<file path="src/rtl/axi_master_read_port_if.sv">
// AXI read-address and read-data channel bundle between a CPU-side read
// master and the interconnect / SRAM slave wrapper.
interface axi_master_read_port_if;

  // Read address channel
  logic [3:0]  ARID;
  logic [31:0] ARADDR;
  logic [3:0]  ARLEN;
  logic [2:0]  ARSIZE;
  logic [1:0]  ARBURST;
  logic        ARVALID;
  logic        ARREADY;

  // Read data channel
  logic [3:0]  RID;
  logic [31:0] RDATA;
  logic [1:0]  RRESP;
  logic        RLAST;
  logic        RVALID;
  logic        RREADY;

  modport master (
    output ARID,
    output ARADDR,
    output ARLEN,
    output ARSIZE,
    output ARBURST,
    output ARVALID,
    input  ARREADY,
    input  RID,
    input  RDATA,
    input  RRESP,
    input  RLAST,
    input  RVALID,
    output RREADY
  );

  modport slave (
    input  ARID,
    input  ARADDR,
    input  ARLEN,
    input  ARSIZE,
    input  ARBURST,
    input  ARVALID,
    output ARREADY,
    output RID,
    output RDATA,
    output RRESP,
    output RLAST,
    output RVALID,
    input  RREADY
  );

endinterface

</file>
<file path="src/rtl/axi_master_read_port.sv">
// CPU-side AXI read master: turns one CPU request (addr, len) into a single AR
// handshake followed by an INCR R-channel burst, forwarding each beat to the CPU.
// One transaction outstanding; the CPU is stalled until the burst's last beat.
//
// Optional build macro AXI_MASTER_READ_ERR_EN adds sticky err_flag / err_code
// outputs recording the first bad response or RLAST/length disagreement.
module axi_master_read_port #(
  parameter logic [3:0] MASTER_ID = 4'd0,
  parameter logic [3:0] MAX_LEN   = 4'd15
) (
  input  logic                   ACLK,
  input  logic                   ARESETn,
  input  logic                   cpu_req,
  input  logic [31:0]            cpu_addr,
  input  logic [3:0]             cpu_len,
  output logic                   cpu_stall,
  output logic [31:0]            cpu_rdata,
  output logic                   cpu_rvalid,
  output logic                   cpu_done,
`ifdef AXI_MASTER_READ_ERR_EN
  output logic                   err_flag,
  output logic [1:0]             err_code,
`endif
  axi_master_read_port_if.master axi
);

  localparam logic [1:0] StIdle = 2'd0;
  localparam logic [1:0] StAddr = 2'd1;
  localparam logic [1:0] StData = 2'd2;
  localparam logic [1:0] StDone = 2'd3;

  localparam logic [2:0] ArSizeWord = 3'b010;
  localparam logic [1:0] ArBurstIncr = 2'b01;

  logic [1:0]  state_q, state_d;
  logic [31:0] araddr_q;
  logic [3:0]  arlen_q;
  logic [3:0]  len_clamped;
  logic [31:0] rdata_q;
  logic        rvalid_q;
  logic [3:0]  beat_cnt_q;
  logic        accept;
  logic        beat_ok;

  // A request is only looked at while idle; busy-time requests are ignored.
  assign accept = (state_q == StIdle) && cpu_req;

  // Beats tagged for another master are drained (RREADY is high) but dropped.
  assign beat_ok = (state_q == StData) && axi.RVALID && (axi.RID == MASTER_ID);

  assign len_clamped = (cpu_len > MAX_LEN) ? MAX_LEN : cpu_len;

  // Next-state selection; completion is signalled by RLAST alone.
  always_comb begin
    state_d = state_q;
    case (state_q)
      StIdle:  if (cpu_req) state_d = StAddr;
      StAddr:  if (axi.ARREADY) state_d = StData;
      StData:  if (beat_ok && axi.RLAST) state_d = StDone;
      StDone:  state_d = StIdle;
      default: state_d = StIdle;
    endcase
  end

  // State register; reset abandons any burst in flight.
  always_ff @(posedge ACLK or negedge ARESETn) begin
    if (!ARESETn) begin
      state_q <= StIdle;
    end else begin
      state_q <= state_d;
    end
  end

  // Latch address and clamped length on accept; held through the burst.
  always_ff @(posedge ACLK or negedge ARESETn) begin
    if (!ARESETn) begin
      araddr_q <= 32'h0;
      arlen_q  <= 4'h0;
    end else if (accept) begin
      araddr_q <= cpu_addr;
      arlen_q  <= len_clamped;
    end
  end

  // Register each accepted beat toward the CPU with a one-cycle valid pulse.
  always_ff @(posedge ACLK or negedge ARESETn) begin
    if (!ARESETn) begin
      rdata_q  <= 32'h0;
      rvalid_q <= 1'b0;
    end else begin
      rvalid_q <= beat_ok;
      if (beat_ok) begin
        rdata_q <= axi.RDATA;
      end
    end
  end

  // Count accepted beats of the current burst; wraps naturally at 16.
  always_ff @(posedge ACLK or negedge ARESETn) begin
    if (!ARESETn) begin
      beat_cnt_q <= 4'h0;
    end else if (state_q == StDone) begin
      beat_cnt_q <= 4'h0;
    end else if (beat_ok) begin
      beat_cnt_q <= beat_cnt_q + 4'd1;
    end
  end

`ifdef AXI_MASTER_READ_ERR_EN
  logic       err_flag_q;
  logic [1:0] err_code_q;

  // Sticky first-error capture; a new accepted request starts clean.
  // A bad RRESP takes priority over a length mismatch on the same beat.
  always_ff @(posedge ACLK or negedge ARESETn) begin
    if (!ARESETn) begin
      err_flag_q <= 1'b0;
      err_code_q <= 2'b00;
    end else if (accept) begin
      err_flag_q <= 1'b0;
      err_code_q <= 2'b00;
    end else if (beat_ok && !err_flag_q) begin
      if (axi.RRESP != 2'b00) begin
        err_flag_q <= 1'b1;
        err_code_q <= axi.RRESP;
      end else if (axi.RLAST && (beat_cnt_q != arlen_q)) begin
        // beat_cnt_q holds beats before this one, so equality means ARLEN+1 total
        err_flag_q <= 1'b1;
        err_code_q <= 2'b11;
      end
    end
  end

  assign err_flag = err_flag_q;
  assign err_code = err_code_q;
`endif

  // Legal slaves never return more than ARLEN+1 beats for our ID.
  property p_beat_count_in_range;
    @(posedge ACLK) disable iff (!ARESETn) beat_ok |-> (beat_cnt_q <= arlen_q);
  endproperty
  assert property (p_beat_count_in_range);

  // AXI address channel outputs
  assign axi.ARID    = MASTER_ID;
  assign axi.ARADDR  = araddr_q;
  assign axi.ARLEN   = arlen_q;
  assign axi.ARSIZE  = ArSizeWord;
  assign axi.ARBURST = ArBurstIncr;
  assign axi.ARVALID = (state_q == StAddr);
  assign axi.RREADY  = (state_q == StData);

  // CPU-side outputs; stall covers the accept cycle combinationally.
  assign cpu_stall  = (accept && ARESETn) || (state_q == StAddr) || (state_q == StData);
  assign cpu_rdata  = rdata_q;
  assign cpu_rvalid = rvalid_q;
  assign cpu_done   = (state_q == StDone);

endmodule

</file>
<file path="src/flat_wrapper.sv">
// flat-port wrapper written by rule: the top's interface ports become plain ports
module axi_master_read_port_flat 
#(
  parameter logic [3:0] MASTER_ID = 4'd0,
  parameter logic [3:0] MAX_LEN   = 4'd15
)
  (ACLK, ARESETn, cpu_req, cpu_addr, cpu_len, cpu_stall, cpu_rdata, cpu_rvalid, cpu_done, axi_ARID, axi_ARADDR, axi_ARLEN, axi_ARSIZE, axi_ARBURST, axi_ARVALID, axi_ARREADY, axi_RID, axi_RDATA, axi_RRESP, axi_RLAST, axi_RVALID, axi_RREADY);
  axi_master_read_port_if axi_i ();
  input  logic ACLK;
  input  logic ARESETn;
  input  logic cpu_req;
  input  logic [31:0] cpu_addr;
  input  logic [3:0] cpu_len;
  output logic cpu_stall;
  output logic [31:0] cpu_rdata;
  output logic cpu_rvalid;
  output logic cpu_done;
  output wire logic [$bits(axi_i.ARID)-1:0] axi_ARID;
  output wire logic [$bits(axi_i.ARADDR)-1:0] axi_ARADDR;
  output wire logic [$bits(axi_i.ARLEN)-1:0] axi_ARLEN;
  output wire logic [$bits(axi_i.ARSIZE)-1:0] axi_ARSIZE;
  output wire logic [$bits(axi_i.ARBURST)-1:0] axi_ARBURST;
  output wire logic [$bits(axi_i.ARVALID)-1:0] axi_ARVALID;
  input wire logic [$bits(axi_i.ARREADY)-1:0] axi_ARREADY;
  input wire logic [$bits(axi_i.RID)-1:0] axi_RID;
  input wire logic [$bits(axi_i.RDATA)-1:0] axi_RDATA;
  input wire logic [$bits(axi_i.RRESP)-1:0] axi_RRESP;
  input wire logic [$bits(axi_i.RLAST)-1:0] axi_RLAST;
  input wire logic [$bits(axi_i.RVALID)-1:0] axi_RVALID;
  output wire logic [$bits(axi_i.RREADY)-1:0] axi_RREADY;
  assign axi_ARID = axi_i.ARID;
  assign axi_ARADDR = axi_i.ARADDR;
  assign axi_ARLEN = axi_i.ARLEN;
  assign axi_ARSIZE = axi_i.ARSIZE;
  assign axi_ARBURST = axi_i.ARBURST;
  assign axi_ARVALID = axi_i.ARVALID;
  assign axi_i.ARREADY = axi_ARREADY;
  assign axi_i.RID = axi_RID;
  assign axi_i.RDATA = axi_RDATA;
  assign axi_i.RRESP = axi_RRESP;
  assign axi_i.RLAST = axi_RLAST;
  assign axi_i.RVALID = axi_RVALID;
  assign axi_RREADY = axi_i.RREADY;
  axi_master_read_port #(.MASTER_ID(MASTER_ID), .MAX_LEN(MAX_LEN)) u_core (.ACLK(ACLK), .ARESETn(ARESETn), .cpu_req(cpu_req), .cpu_addr(cpu_addr), .cpu_len(cpu_len), .cpu_stall(cpu_stall), .cpu_rdata(cpu_rdata), .cpu_rvalid(cpu_rvalid), .cpu_done(cpu_done), .axi(axi_i));
endmodule
</file>
<file path="config.mk">
export PLATFORM = sky130hd
export DESIGN_NAME = axi_master_read_port_flat
export DESIGN_NICKNAME = d
export VERILOG_FILES = /design/src/rtl/axi_master_read_port_if.sv /design/src/rtl/axi_master_read_port.sv /design/src/flat_wrapper.sv
export SDC_FILE = /design/constraint.sdc
export NUM_CORES = 1
export LEC_CHECK = 0
export CAP_MARGIN = 40
export CORE_UTILIZATION = 35
export DETAILED_ROUTE_END_ITERATION = 7
export PLACE_DENSITY_LB_ADDON = 0.15
export SLEW_MARGIN = 0
export SYNTH_ARGS = -nofsm -noshare
export SYNTH_HDL_FRONTEND = slang
export SYNTH_SLANG_ARGS = --single-unit
</file>
<file path="constraint.sdc">
create_clock -name ACLK -period 1.6 [get_ports ACLK]
set_clock_uncertainty 0.15 [all_clocks]
set_input_delay 0.32 -clock ACLK [delete_from_list [all_inputs] [get_ports ACLK]]
set_output_delay 0.32 -clock ACLK [all_outputs]
set_load 0.05 [all_outputs]
</file>
==> metrics.txt <==
fmax=between 400 and 500 MHz; ANT cells=0; max_cap viols=0; sequential element share of the synthesized area=between 60% and 70%; synthesized area=roughly 0.0029 mm2; area occupied by multi-input gates=between 0.001 and 0.0015 mm2; failing checks=negative setup slack; Max VDD drop=1.206 mV; number of global-route vias before repair=about 2400; layout cells sized above 1=approximately 56%; YS warnings=0; Layout area overhead=107.0%; max incr delay on CP=0.42 ns; # DRC=0; Vias=between 2000 and 2500; Die Area=0.008775 mm2; fraction of registers with async set/reset=100.0%; layout filler cell count=just under 500; register area=between 0.0015 and 0.002 mm2; WHS=a little over 0.4 ns; count of flip-flops with a built-in enable after synthesis=0; Syn Inst Count=176; Synth top cells by count=71 x dfrtp_1, 40 x mux2_2, 29 x mux2_4, 9 x buf_4; type of origin of the critical path=flop; initial DRC count=43; Root Driver=clkbuf_8; maximum fanout along the worst path=3; Final Cycle Share=126.3%; Routed Antenna Nets=0; grt total ovfl=0; NumNets Final=between 400 and 500; initial antenna violation count=0; Total GRT Usage=19.92%; largest net degree at the start of global routing=a little over 60; top cells by area, synth=dfrtp_1 60%, mux2_2 15%, mux2_4 15%; Starting Density=approximately 36%; Most used DFF post-synth=dfrtp_1; Lkg Pwr=between 2 and 3 nW; syn_area_per_cell=around 17 um2; WL final=8342 um; first-pass GRT wire length=around 13000 um; Tightest Hold Check Type=in2async; CP bufs+invs=2; core area=0.008175 mm2; WL/cell=17.60 um; IO Pins=roughly 160; Final min period=2.020 ns; Crit. End Element=output pin; status=finished, violations left; utilization after layout=about three quarters; number of distinct library cells after synthesis=18; post-synth top area share=60.40%; setup ws final=-0.4201 ns; Setup-failing EPs final=74; WP data arrival=approximately 1.6 ns; routability cong.=approximately 0.7; CTS clock-pin slew for the worst setup and hold paths=~0.070 ns; CP Class=reg2out; Pwr Density=2439 mW/mm2; H-Tree Depth=3; IO buf count=150; die width=about 94 um; slowest CP cell=dfrtp_1; Clock Sinks=71; Clock Path Buffers=2; crit-path cells=buf_6 > ha_4 > a311o_2 > buf_12; unrepaired setup endpoints after global routing=yes; most frequent cell after synthesis=dfrtp_1; Rows=33; CTS buffer count=9; worst path required time=~1.1 ns; Final Hold Fails=0; Yosys top cell by area=dfrtp_1; Reg2Reg Setup Slack=-0.27 ns; crit-path leading delay family=flip-flops; Max Slew Vio Count=0; Clock Latency Late Sink=around 0.33 ns; Via density=between 4 and 5; CTS tree=done; Die Span Y=93.68 um; drt first pass iters=4; post-DP HPWL=5227 um; #FFs+latches synth=just over 70
[metal layers]
| metal | global-route usage (%) | vias up | wire (um) |
|---|---|---|---|
| met4 | 8.333 | 0 | 150 |
| li1 | - | 970 | - |
| met5 | 0 | - | 0 |
| met2 | 32.41 | 84 | 4191 |
| met3 | 6.230 | 12 | 577 |
| met1 | 24.45 | 1064 | 3423 |
[sequential cells by signal, indices dropped and copies added, names as in the netlist]
name and flops:
u_core.state_q 2, u_core.cpu_rdata 32, u_core.axi.ARLEN 4, u_core.axi.ARADDR 32
u_core.cpu_rvalid 1
[cell families after synthesis]
group	synth area share, %
DFF	60.40
AOI/OAI and AO/OA	1.063
and+or+nand+nor	1.446
muxes	30.11
other	0.2553
buffers and inverters	4.593
adders and majority gates	2.127
[report_power, final]
part	switching, mW	internal, mW
sequential	0.949	2.64
combinational	4.48	5.39
clock	0.641	0.757
[tightest hold or removal path: cells and delay by family]
kind	cells	cell delay (ns)
buffers and inverters	3	0.94
[layout by cell type (no fill, tap or decap), types with 3 or more instances in the layout]
master | Yosys | layout
buf_8 | 0 | 5
dfrtp_1 | 71 | 70
buf_6 | 3 | 13
buf_16 | 0 | 3
buf_12 | 0 | 76
conb_1 | 2 | 9
clkinv_2 | 0 | 3
mux2_4 | 29 | 69
ha_4 | 0 | 3
clkdlybuf4s50_1 | 0 | 76
buf_4 | 9 | 10
clkbuf_8 | 0 | 10
[cell type report]
class | count | area share (%)
Timing Repair Buffer | 185 | 43.96
Multi-Input combinational cell | 92 | 21.17
Tap cell | 105 | 2.158
Clock buffer | 12 | 2.384
Clock inverter | 4 | 0.7398
Inverter | 5 | 0.3905
Sequential cell | 71 | 29.20
[timing repair]
| item | in CTS | in global routing |
|---|---|---|
| cloned | 8 | 0 |
| setup buffers | 14 | 7 |
| hold buffers | 1 | 0 |
| endpoints found under the hold margin | 11 | 0 |
| pin swaps | 5 | 2 |
| gates resized for setup | 64 | 21 |
| setup endpoints to repair | 60 | 74 |
[stage by stage]
stage	worst slack [ns]	TNS (ns)	power [mW]	instances	instance area (um2)
5_1_grt	-0.4785	-20.13	15.38	474	6088
3_5_place_dp	-0.4151	-16.33	12.39	437	5421
3_3_place_gp	-0.3831	-15.07	12.26	436	5394
2_1_floorplan	-0.1013	-1.963	7.624	183	3023
4_1_cts	-0.4181	-15.48	14.88	476	6171
6_report	-0.4201	-15.85	14.85	474	6088
[worst paths after layout]
| path | startpoint | end | cells past startpoint |
|---|---|---|---|
| max | u_core.state_q[0] | cpu_stall | 4 |
| min | ARESETn | u_core.axi.ARADDR[6] | 3 |
| max reg2reg | u_core.state_q[0] | u_core.axi.ARADDR[23] | 8 |
| min reg2reg | u_core.axi.ARADDR[12] | u_core.axi.ARADDR[12] | 1 |
| max in group asynchronous | ARESETn | u_core.state_q[1] | 4 |
| min in group ACLK | u_core.axi.ARADDR[12] | u_core.axi.ARADDR[12] | 1 |
Note: power is estimated with default switching activity, not from simulation.
